`src/rtl/jtag_tap_responder.sv`:
```
// Soft JTAG TAP responder, oversampled on board_clock.
// TCK/TMS/TDI are synchronized and the TCK edges are detected in the board
// clock domain. The 16-state TAP controller advances on each detected TCK rise.
// A 6-bit IR selects either a JDATA_WIDTH user DR or the 1-bit bypass register.
module jtag_tap_responder #(
  parameter int                  JDATA_WIDTH = 32,
  parameter int                  IR_WIDTH    = 6,
  parameter logic [IR_WIDTH-1:0] USER_IR     = 6'b100011
) (
  input  logic                   board_clock,
  input  logic                   board_resetn,
  input  logic                   jtag_tck,
  input  logic                   jtag_tms,
  input  logic                   jtag_tdi,
  output logic                   jtag_tdo,
  input  logic [JDATA_WIDTH-1:0] capture_data,
  output logic [JDATA_WIDTH-1:0] jtag_data,
  output logic                   jtag_data_valid,
  output logic [3:0]             tap_state,
  output logic [IR_WIDTH-1:0]    ir_value
);

  // IEEE 1149.1 state encodings
  localparam logic [3:0] TLR     = 4'hF;
  localparam logic [3:0] RTI     = 4'hC;
  localparam logic [3:0] SEL_DR  = 4'h7;
  localparam logic [3:0] CAP_DR  = 4'h6;
  localparam logic [3:0] SH_DR   = 4'h2;
  localparam logic [3:0] EX1_DR  = 4'h1;
  localparam logic [3:0] PAU_DR  = 4'h3;
  localparam logic [3:0] EX2_DR  = 4'h0;
  localparam logic [3:0] UPD_DR  = 4'h5;
  localparam logic [3:0] SEL_IR  = 4'h4;
  localparam logic [3:0] CAP_IR  = 4'hE;
  localparam logic [3:0] SH_IR   = 4'hA;
  localparam logic [3:0] EX1_IR  = 4'h9;
  localparam logic [3:0] PAU_IR  = 4'hB;
  localparam logic [3:0] EX2_IR  = 4'h8;
  localparam logic [3:0] UPD_IR  = 4'hD;

  logic [1:0]             tck_sync, tms_sync, tdi_sync;
  logic                   tck_prev;
  logic                   tck_rise, tck_fall;
  logic                   tms_s, tdi_s;
  logic [3:0]             next_state;
  logic [IR_WIDTH-1:0]    ir_shift;
  logic [JDATA_WIDTH-1:0] dr_shift;
  logic                   byp;
  logic                   user_sel;

  // Equal-depth 2-FF synchronizers; the extra tck flop provides edge history
  always_ff @(posedge board_clock or negedge board_resetn) begin
    if (!board_resetn) begin
      tck_sync <= '0;
      tms_sync <= '0;
      tdi_sync <= '0;
      tck_prev <= 1'b0;
    end else begin
      tck_sync <= {tck_sync[0], jtag_tck};
      tms_sync <= {tms_sync[0], jtag_tms};
      tdi_sync <= {tdi_sync[0], jtag_tdi};
      tck_prev <= tck_sync[1];
    end
  end

  assign tck_rise = tck_sync[1] & ~tck_prev;
  assign tck_fall = ~tck_sync[1] & tck_prev;
  assign tms_s    = tms_sync[1];
  assign tdi_s    = tdi_sync[1];
  assign user_sel = (ir_value == USER_IR);

  // TAP controller next-state function
  always_comb begin
    next_state = TLR;
    case (tap_state)
      TLR:     next_state = tms_s ? TLR    : RTI;
      RTI:     next_state = tms_s ? SEL_DR : RTI;
      SEL_DR:  next_state = tms_s ? SEL_IR : CAP_DR;
      SEL_IR:  next_state = tms_s ? TLR    : CAP_IR;
      CAP_DR:  next_state = tms_s ? EX1_DR : SH_DR;
      SH_DR:   next_state = tms_s ? EX1_DR : SH_DR;
      EX1_DR:  next_state = tms_s ? UPD_DR : PAU_DR;
      PAU_DR:  next_state = tms_s ? EX2_DR : PAU_DR;
      EX2_DR:  next_state = tms_s ? UPD_DR : SH_DR;
      UPD_DR:  next_state = tms_s ? SEL_DR : RTI;
      CAP_IR:  next_state = tms_s ? EX1_IR : SH_IR;
      SH_IR:   next_state = tms_s ? EX1_IR : SH_IR;
      EX1_IR:  next_state = tms_s ? UPD_IR : PAU_IR;
      PAU_IR:  next_state = tms_s ? EX2_IR : PAU_IR;
      EX2_IR:  next_state = tms_s ? UPD_IR : SH_IR;
      UPD_IR:  next_state = tms_s ? SEL_DR : RTI;
      default: next_state = TLR;
    endcase
  end

  // State advance and register actions, keyed to the state being left
  always_ff @(posedge board_clock or negedge board_resetn) begin
    if (!board_resetn) begin
      tap_state       <= TLR;
      ir_value        <= '1;
      ir_shift        <= '0;
      dr_shift        <= '0;
      byp             <= 1'b0;
      jtag_data       <= '0;
      jtag_data_valid <= 1'b0;
    end else begin
      jtag_data_valid <= 1'b0;
      if (tck_rise) begin
        tap_state <= next_state;
        case (tap_state)
          CAP_IR: ir_shift <= {{(IR_WIDTH-2){1'b0}}, 2'b01};
          SH_IR:  ir_shift <= {tdi_s, ir_shift[IR_WIDTH-1:1]};
          UPD_IR: ir_value <= ir_shift;
          CAP_DR: begin
            if (user_sel) dr_shift <= capture_data;
            else          byp      <= 1'b0;
          end
          SH_DR: begin
            if (user_sel) dr_shift <= {tdi_s, dr_shift[JDATA_WIDTH-1:1]};
            else          byp      <= tdi_s;
          end
          UPD_DR: begin
            if (user_sel) begin
              jtag_data       <= dr_shift;
              jtag_data_valid <= 1'b1;
            end
          end
          default: ;
        endcase
        // Any entry into Test-Logic-Reset falls back to bypass
        if (next_state == TLR) ir_value <= '1;
      end
    end
  end

  // TDO launches on the TCK fall so the host samples it stably on the next rise
  always_ff @(posedge board_clock or negedge board_resetn) begin
    if (!board_resetn) begin
      jtag_tdo <= 1'b0;
    end else if (tck_fall) begin
      if (tap_state == SH_IR)      jtag_tdo <= ir_shift[0];
      else if (tap_state == SH_DR) jtag_tdo <= user_sel ? dr_shift[0] : byp;
      else                         jtag_tdo <= 1'b0;
    end
  end

endmodule

```
`config.mk`:
```
export PLATFORM = sky130hd
export DESIGN_NAME = jtag_tap_responder
export DESIGN_NICKNAME = d
export VERILOG_FILES = /design/src/rtl/jtag_tap_responder.sv
export SDC_FILE = /design/constraint.sdc
export NUM_CORES = 1
export LEC_CHECK = 0
export ABC_AREA = 0
export BUFFER_PORTS_ARGS = -buffer_cell sky130_fd_sc_hd__buf_2
export CORE_ASPECT_RATIO = 1.4
export CORE_MARGIN = 10
export CORE_UTILIZATION = 50
export DETAILED_ROUTE_END_ITERATION = 10
export PLACE_DENSITY = 0.8
export SLEW_MARGIN = 40
export SYNTH_ARGS = -nofsm -noshare
export SYNTH_HDL_FRONTEND = slang
export SYNTH_SLANG_ARGS = --single-unit
```
`constraint.sdc`:
```
create_clock -name board_clock -period 1.8 [get_ports board_clock]
set_input_delay 0.45 -clock board_clock [delete_from_list [all_inputs] [get_ports board_clock]]
set_output_delay 0.45 -clock board_clock [all_outputs]
set_load 0.005 [all_outputs]
```
Word level (Yosys, flattened, before mapping)

Index checks and enable logic that the tools add are counted.
W data, S select, Z words.

Bits in registers: 90
Bits of input ports: 37
Output and inout bits: 44

Equality and inequality tests: 21
Muxes and demuxes: 28
Bitwise operators: 4
Reductions and logical operators: 12

Operators with widths:

| operator             | number |
|---|---|
| $mux W32             | 2 |
| $pmux W32 S2         | 1 |
| $pmux W4 S12         | 1 |
| $eq A4 B4 Y1 const B | 9 |
| $eq A4 B3 Y1 const B | 4 |
| $mux W2              | 6 |
| $mux W3              | 4 |
| $mux W6              | 2 |
| $pmux W6 S2          | 1 |
| $mux W1              | 9 |
| $eq A4 B2 Y1 const B | 2 |
| $ne A2 B2 Y1 const B | 4 |
| $reduce_and A4 Y1    | 2 |
| $eq A6 B6 Y1 const B | 1 |
| $reduce_bool A2 Y1   | 3 |
| $eq A4 B1 Y1 const B | 1 |
| $logic_not A4 Y1     | 1 |
| $mux W4              | 1 |
| $reduce_and A2 Y1    | 2 |
| $reduce_or A2 Y1     | 2 |
| $reduce_and A3 Y1    | 1 |
| $reduce_or A3 Y1     | 1 |
| $and A1 B1 Y1        | 2 |
| $not A1 Y1           | 2 |
| $pmux W1 S2          | 1 |

Longest topological paths before layout

Word-level depth: 6
Depth in mapped cells: 5

Least setup slack after synthesis

OpenSTA, ideal clock, no wires.

Path type: reg-to-reg
Start: register ir_value[2]
End: register jtag_data[10]
Setup time: 125 ps
Arrival time: 1550 ps
Data required time: 1675 ps
Slack: 125 ps
Stages on the path, launching flop included: 6
Path through: dfstp_2 -> and4bb_2 -> and2_1 -> nand2_2 -> buf_6 -> mux2_4

Cells in the longest elaborated chain, start to end: 2

RTL lines:

| element                     | RTL line | RTL |
|---|---|---|
| from (decl)                 | 20       | `output logic [IR_WIDTH-1:0] ir_value` |
| from (signal assigned)      | 113      | `UPD_IR: ir_value <= ir_shift;` |
| $eq A6 B6 Y1                | 70       | `assign user_sel = (ir_value == USER_IR);` |
| $reduce_and A3 Y1 (no line) | --       |  |
| to (signal assigned)        | 124      | `jtag_data <= dr_shift;` |
| to (decl)                   | 17       | `output logic [JDATA_WIDTH-1:0] jtag_data,` |

Every way passes these cells.
A chain may end at the register's enable or synchronous reset.

Worst setup path after layout

Start: register tap_state[2]
End: register jtag_data[10]

Cells in the longest elaborated chain, start to end: 2

RTL lines:

| element                     | RTL line | RTL |
|---|---|---|
| from (decl)                 | 19       | `output logic [3:0] tap_state,` |
| from (signal assigned)      | 109      | `tap_state <= next_state;` |
| $eq A4 B3 Y1                | 110      | `case (tap_state)` |
| $reduce_and A3 Y1 (no line) | --       |  |

Every way passes these cells.

==> results summary <==
The normalized max-slew margin came out at 0.711. The die boundary width came out at about 95 um. Max-cap violations in this run came to 0.

The number of ports placed on the die boundary came out at 81. The share of the Yosys chip area taken by registers is 0.575. The detailed-placement wirelength estimate is about 6300 um. The type of the tightest min-delay check is in -> reg.

The routability congestion estimate from global placement is a little under 0.8. Wires add up to 8710 um. For the finished layout, the period the worst path requires is 1.77 ns. The post-route antenna net violation count came out at 0. TritonCTS built the clock tree. The floorplan step defined a core boundary enclosing 7700 um2. The cell at the slowest stage of the critical path is sky130_fd_sc_hd__dfstp_2.

The finished cells cover 4790 um2. In the final layout, flip-flops and latches occupy about 2300 um2. CTS placed an instance of sky130_fd_sc_hd__clkbuf_8 at the clock tree root. The signal on the critical path passes through nand3b_4 > nor4b_4 > nand2_4 > clkbuf_16 > mux2_4. The global-route wire length before repair came out at 14400 um. The number of global-route vias before repair is 2863. In this run the most critical hold path is launched from jtag_tdi. The end point of the critical path is jtag_data[10]$_DFFE_PN0P_. Fill cells in the final layout number 647. The initialized floorplan defines 38 standard-cell rows. The leakage power figure came out at 0.00243 uW. The initial core utilization came out at 0.511. The number of nets in the layout is about 440. The clock tree buffer depth came out at 2.

The number of hold violations in the final report came out at 0. The pre-CTS setup slack is 0.0271 ns. The clock sink count is 90.

The highest cell delay on the worst timing path is 0.61 ns. The final worst-path cycle share came out at 0.984. After technology mapping, the gate count stands at 310. Entering global routing, the biggest net connects 41 pins. The fraction of post-synthesis cell area in the top cell type by area came out at 0.508. Of all nets on the critical path, the largest fanout is 9. For this run, the number of Yosys warnings is 0. The setup slack of the worst register-to-register path is just under 0.03 ns. The number of detailed-route iterations in the first pass is 4. The count of routing violations after the opening detailed-route iteration came out at slightly below 80. The global-route usage over all layers is 0.150.

The clock slew at the register clock pins of the worst setup and hold paths is 0.09 ns. The initial antenna violation count is 0. The clock reaches the later pin of the worst-skew pair after 0.35 ns.

The worst register-to-register path ends at jtag_data[10]$_DFFE_PN0P_. During placement, the flow inserted port buffers numbering 80. The combined area of the multi-input logic cells is 1560 um2.

The slew of the pin with the lowest slew margin came out at 0.432 ns. The biggest area consumer among synthesized cells is sky130_fd_sc_hd__dfrtp_1. The final-report max-slew violation count is 0. The clock tree synthesis step divided the H-tree into 3 levels. The number of flip-flops and latches in the synthesized netlist is 90. Yosys attributes the largest share of cell area to sky130_fd_sc_hd__dfrtp_1, sky130_fd_sc_hd__mux2_4, sky130_fd_sc_hd__mux2i_1. The worst register-to-register path begins at tap_state[2]$_DFFE_PN1P_. STA classifies the critical path startpoint as a flip-flop. The final number of setup-violating endpoints is 0. The global route total overflow is 0. The total clock buffers created by CTS came out at 9.

After detailed placement, the total cell area comes to 4540 um2. In the final routed layout, each cell accounts on average for 17.1 um. The arrival time at the worst endpoint came out at 2.01 ns.

The post-synthesis cell type count came out at 35. Summed over all failing endpoints, the final setup total negative slack is 0 ns. The timing startpoint of the critical path is tap_state[2]$_DFFE_PN1P_. The achievable frequency came out at 565 MHz. The die is 125 um tall. The classification of the worst setup path is reg -> reg. The share of final-layout standard cells stronger than drive strength 1 is 0.409. The total via count after detailed routing came out at between 2k and 3k. The post-synth net total is 347. The power density relative to cell area is 1080 nW/um2. The number of antenna diodes came out at 0.

The maximum clock skew at final layout came out at ~0.010 ns. Compared with the post-synthesis result, the final layout area differs by 21.6%. Dividing the synthesized area by the synthesized cell count gives 12.7 um2.

The mapped netlist covers 3940 um2. VDD sags by at most approximately 0.79 mV. The worst path meets setup with 0.0292 ns of slack.

The type of element capturing the critical path is a flip-flop. The area of the die is 11900 um2. STA puts the critical path data required time at 2.04 ns. The post-detailed-route via-to-cell ratio is 5.24. The flow ran to the end, and the final reports show no timing, DRC or antenna violations. The logic depth of the worst register-to-register path is 5.

The number of remaining DRC errors came out at 0.
==> report_power, final <==
part | switching (uW) | leakage (uW) | internal, uW
Sequential | 298 | 0.00104 | 2420
Combinational | 586 | 0.00131 | 688
Clock | 699 | 0.0000819 | 498
Total | 1580 | 0.00243 | 3610
==> routing by layer <==
metal | wire [um] | track usage | part of all wire | vias to the layer above
met1 | 3600 | 0.185 | 0.41 | 1313
met5 | 0 | 0 | 0 | -
met2 | 4490 | 0.244 | 0.52 | 62
li1 | - | - | - | 1270
met4 | 167 | 0.0627 | 0.019 | 0
met3 | 453 | 0.0341 | 0.052 | 16
==> stage by stage <==
| stage | total power [uW] | util | hold WS [ns] | std cells |
|---|---|---|---|---|
| after floorplan | 3380 | - | 0.154 | 310 |
| after global placement | 3880 | 0.590 | 0.331 | 488 |
| after detailed placement | 3950 | 0.590 | 0.335 | 488 |
| after CTS | 5150 | 0.613 | 0.182 | 504 |
| after global routing | 5500 | 0.622 | 0.187 | 508 |
| final | 5190 | 0.622 | 0.202 | 508 |
==> placed cells by master (no fill, tap or decap), drive strengths merged, types with 3 or more instances in the layout <==
cell type  synthesis  final
o21ai             40     40
buf                8    100
nor4b              3      3
o22a               6      6
a21oi              4      4
inv                5      7
dfstp             10     10
nand2             36     36
mux2i             32     32
dfrtp             80     80
nand3b             5      5
mux2              34     34
nor2b              5      5
a31oi              3      3
nor2               7      7
nand3              3      3
clkbuf            11     10
==> cells by family (layout without fill, tap and decap cells) <==
logic type	count (synthesis)	in the layout	synth area share
flops	90	90	0.575
simple gates	71	71	0.0975
mux	66	66	0.207
compound gates	59	59	0.0855
buf+inv	24	122	0.0349
==> timing repair <==
action | in CTS | in global routing
buffers inserted | 0 | 3
endpoints found under the hold margin | 11 | 0
setup endpoints to repair | 0 | 48
hold buffers | 1 | 0
gates resized for setup | 0 | 6
==> sequential cells by signal, indices dropped and copies added (netlist names) <==
signal	count
tck_sync	2
jtag_data	32
tck_prev	1
byp	1
tms_sync	2
tap_state	4
ir_shift	6
tdi_sync	2
jtag_data_valid	1
dr_shift	32
ir_value	6
jtag_tdo	1
==> layout make-up <==
type	count	share of cell area
well taps	100	0.0261
repair buffers	102	0.137
flip-flops and latches	90	0.473
inverters	5	0.00392
clock inverters	6	0.00888
clock buffers	9	0.0259
multi-input cells	196	0.326
==> worst min path at each step <==
stage / cells past startpoint / end / slack (ns)
after floorplan: 0 / byp$_DFFE_PN0P_ / 0.15
after global placement: 0 / tms_sync[1]$_DFF_PN0_ / 0.33
after detailed placement: 0 / tck_sync[1]$_DFF_PN0_ / 0.33
after CTS: 1 / tdi_sync[0]$_DFF_PN0_ / 0.18
after global routing: 1 / tck_sync[0]$_DFF_PN0_ / 0.19
final: 1 / tdi_sync[0]$_DFF_PN0_ / 0.20
==> Yosys cell counts <==
cell type                  instances
sky130_fd_sc_hd__a21oi_1           4
sky130_fd_sc_hd__inv_1             5
sky130_fd_sc_hd__nor3b_1           1
sky130_fd_sc_hd__a21o_1            1
sky130_fd_sc_hd__nor4b_1           2
sky130_fd_sc_hd__dfrtp_1          80
sky130_fd_sc_hd__a22oi_1           1
sky130_fd_sc_hd__a31oi_1           3
sky130_fd_sc_hd__dfstp_2          10
sky130_fd_sc_hd__buf_2             2
sky130_fd_sc_hd__nor2b_1           5
sky130_fd_sc_hd__nor2_1            7
sky130_fd_sc_hd__nand4_1           2
sky130_fd_sc_hd__o211ai_1          2
sky130_fd_sc_hd__o21ai_0          36
sky130_fd_sc_hd__and4bb_2          1
sky130_fd_sc_hd__mux2_4           30
sky130_fd_sc_hd__buf_6             6
sky130_fd_sc_hd__nand2_1          35
sky130_fd_sc_hd__o21a_1            2
sky130_fd_sc_hd__nand3_1           3
sky130_fd_sc_hd__nand2b_1          2
sky130_fd_sc_hd__o21ai_1           4
sky130_fd_sc_hd__nor4b_4           1
sky130_fd_sc_hd__and2_1            1
sky130_fd_sc_hd__clkbuf_1         11
sky130_fd_sc_hd__nor3_1            2
sky130_fd_sc_hd__mux2_2            4
sky130_fd_sc_hd__nand4b_1          1
sky130_fd_sc_hd__nand3b_1          4
sky130_fd_sc_hd__mux2i_1          32
sky130_fd_sc_hd__nand3b_4          1
sky130_fd_sc_hd__o22a_1            6
sky130_fd_sc_hd__and3_1            2
sky130_fd_sc_hd__nand2_2           1
==> critical path: cells and delay by family, from the launching register on <==
family | cells | cell delay [ns]
muxes | 1 | 0.30
and+or+nand+nor | 3 | 0.56
DFF | 1 | 0.61
buffers and inverters | 1 | 0.20
Power figures use the tool's default switching activity.
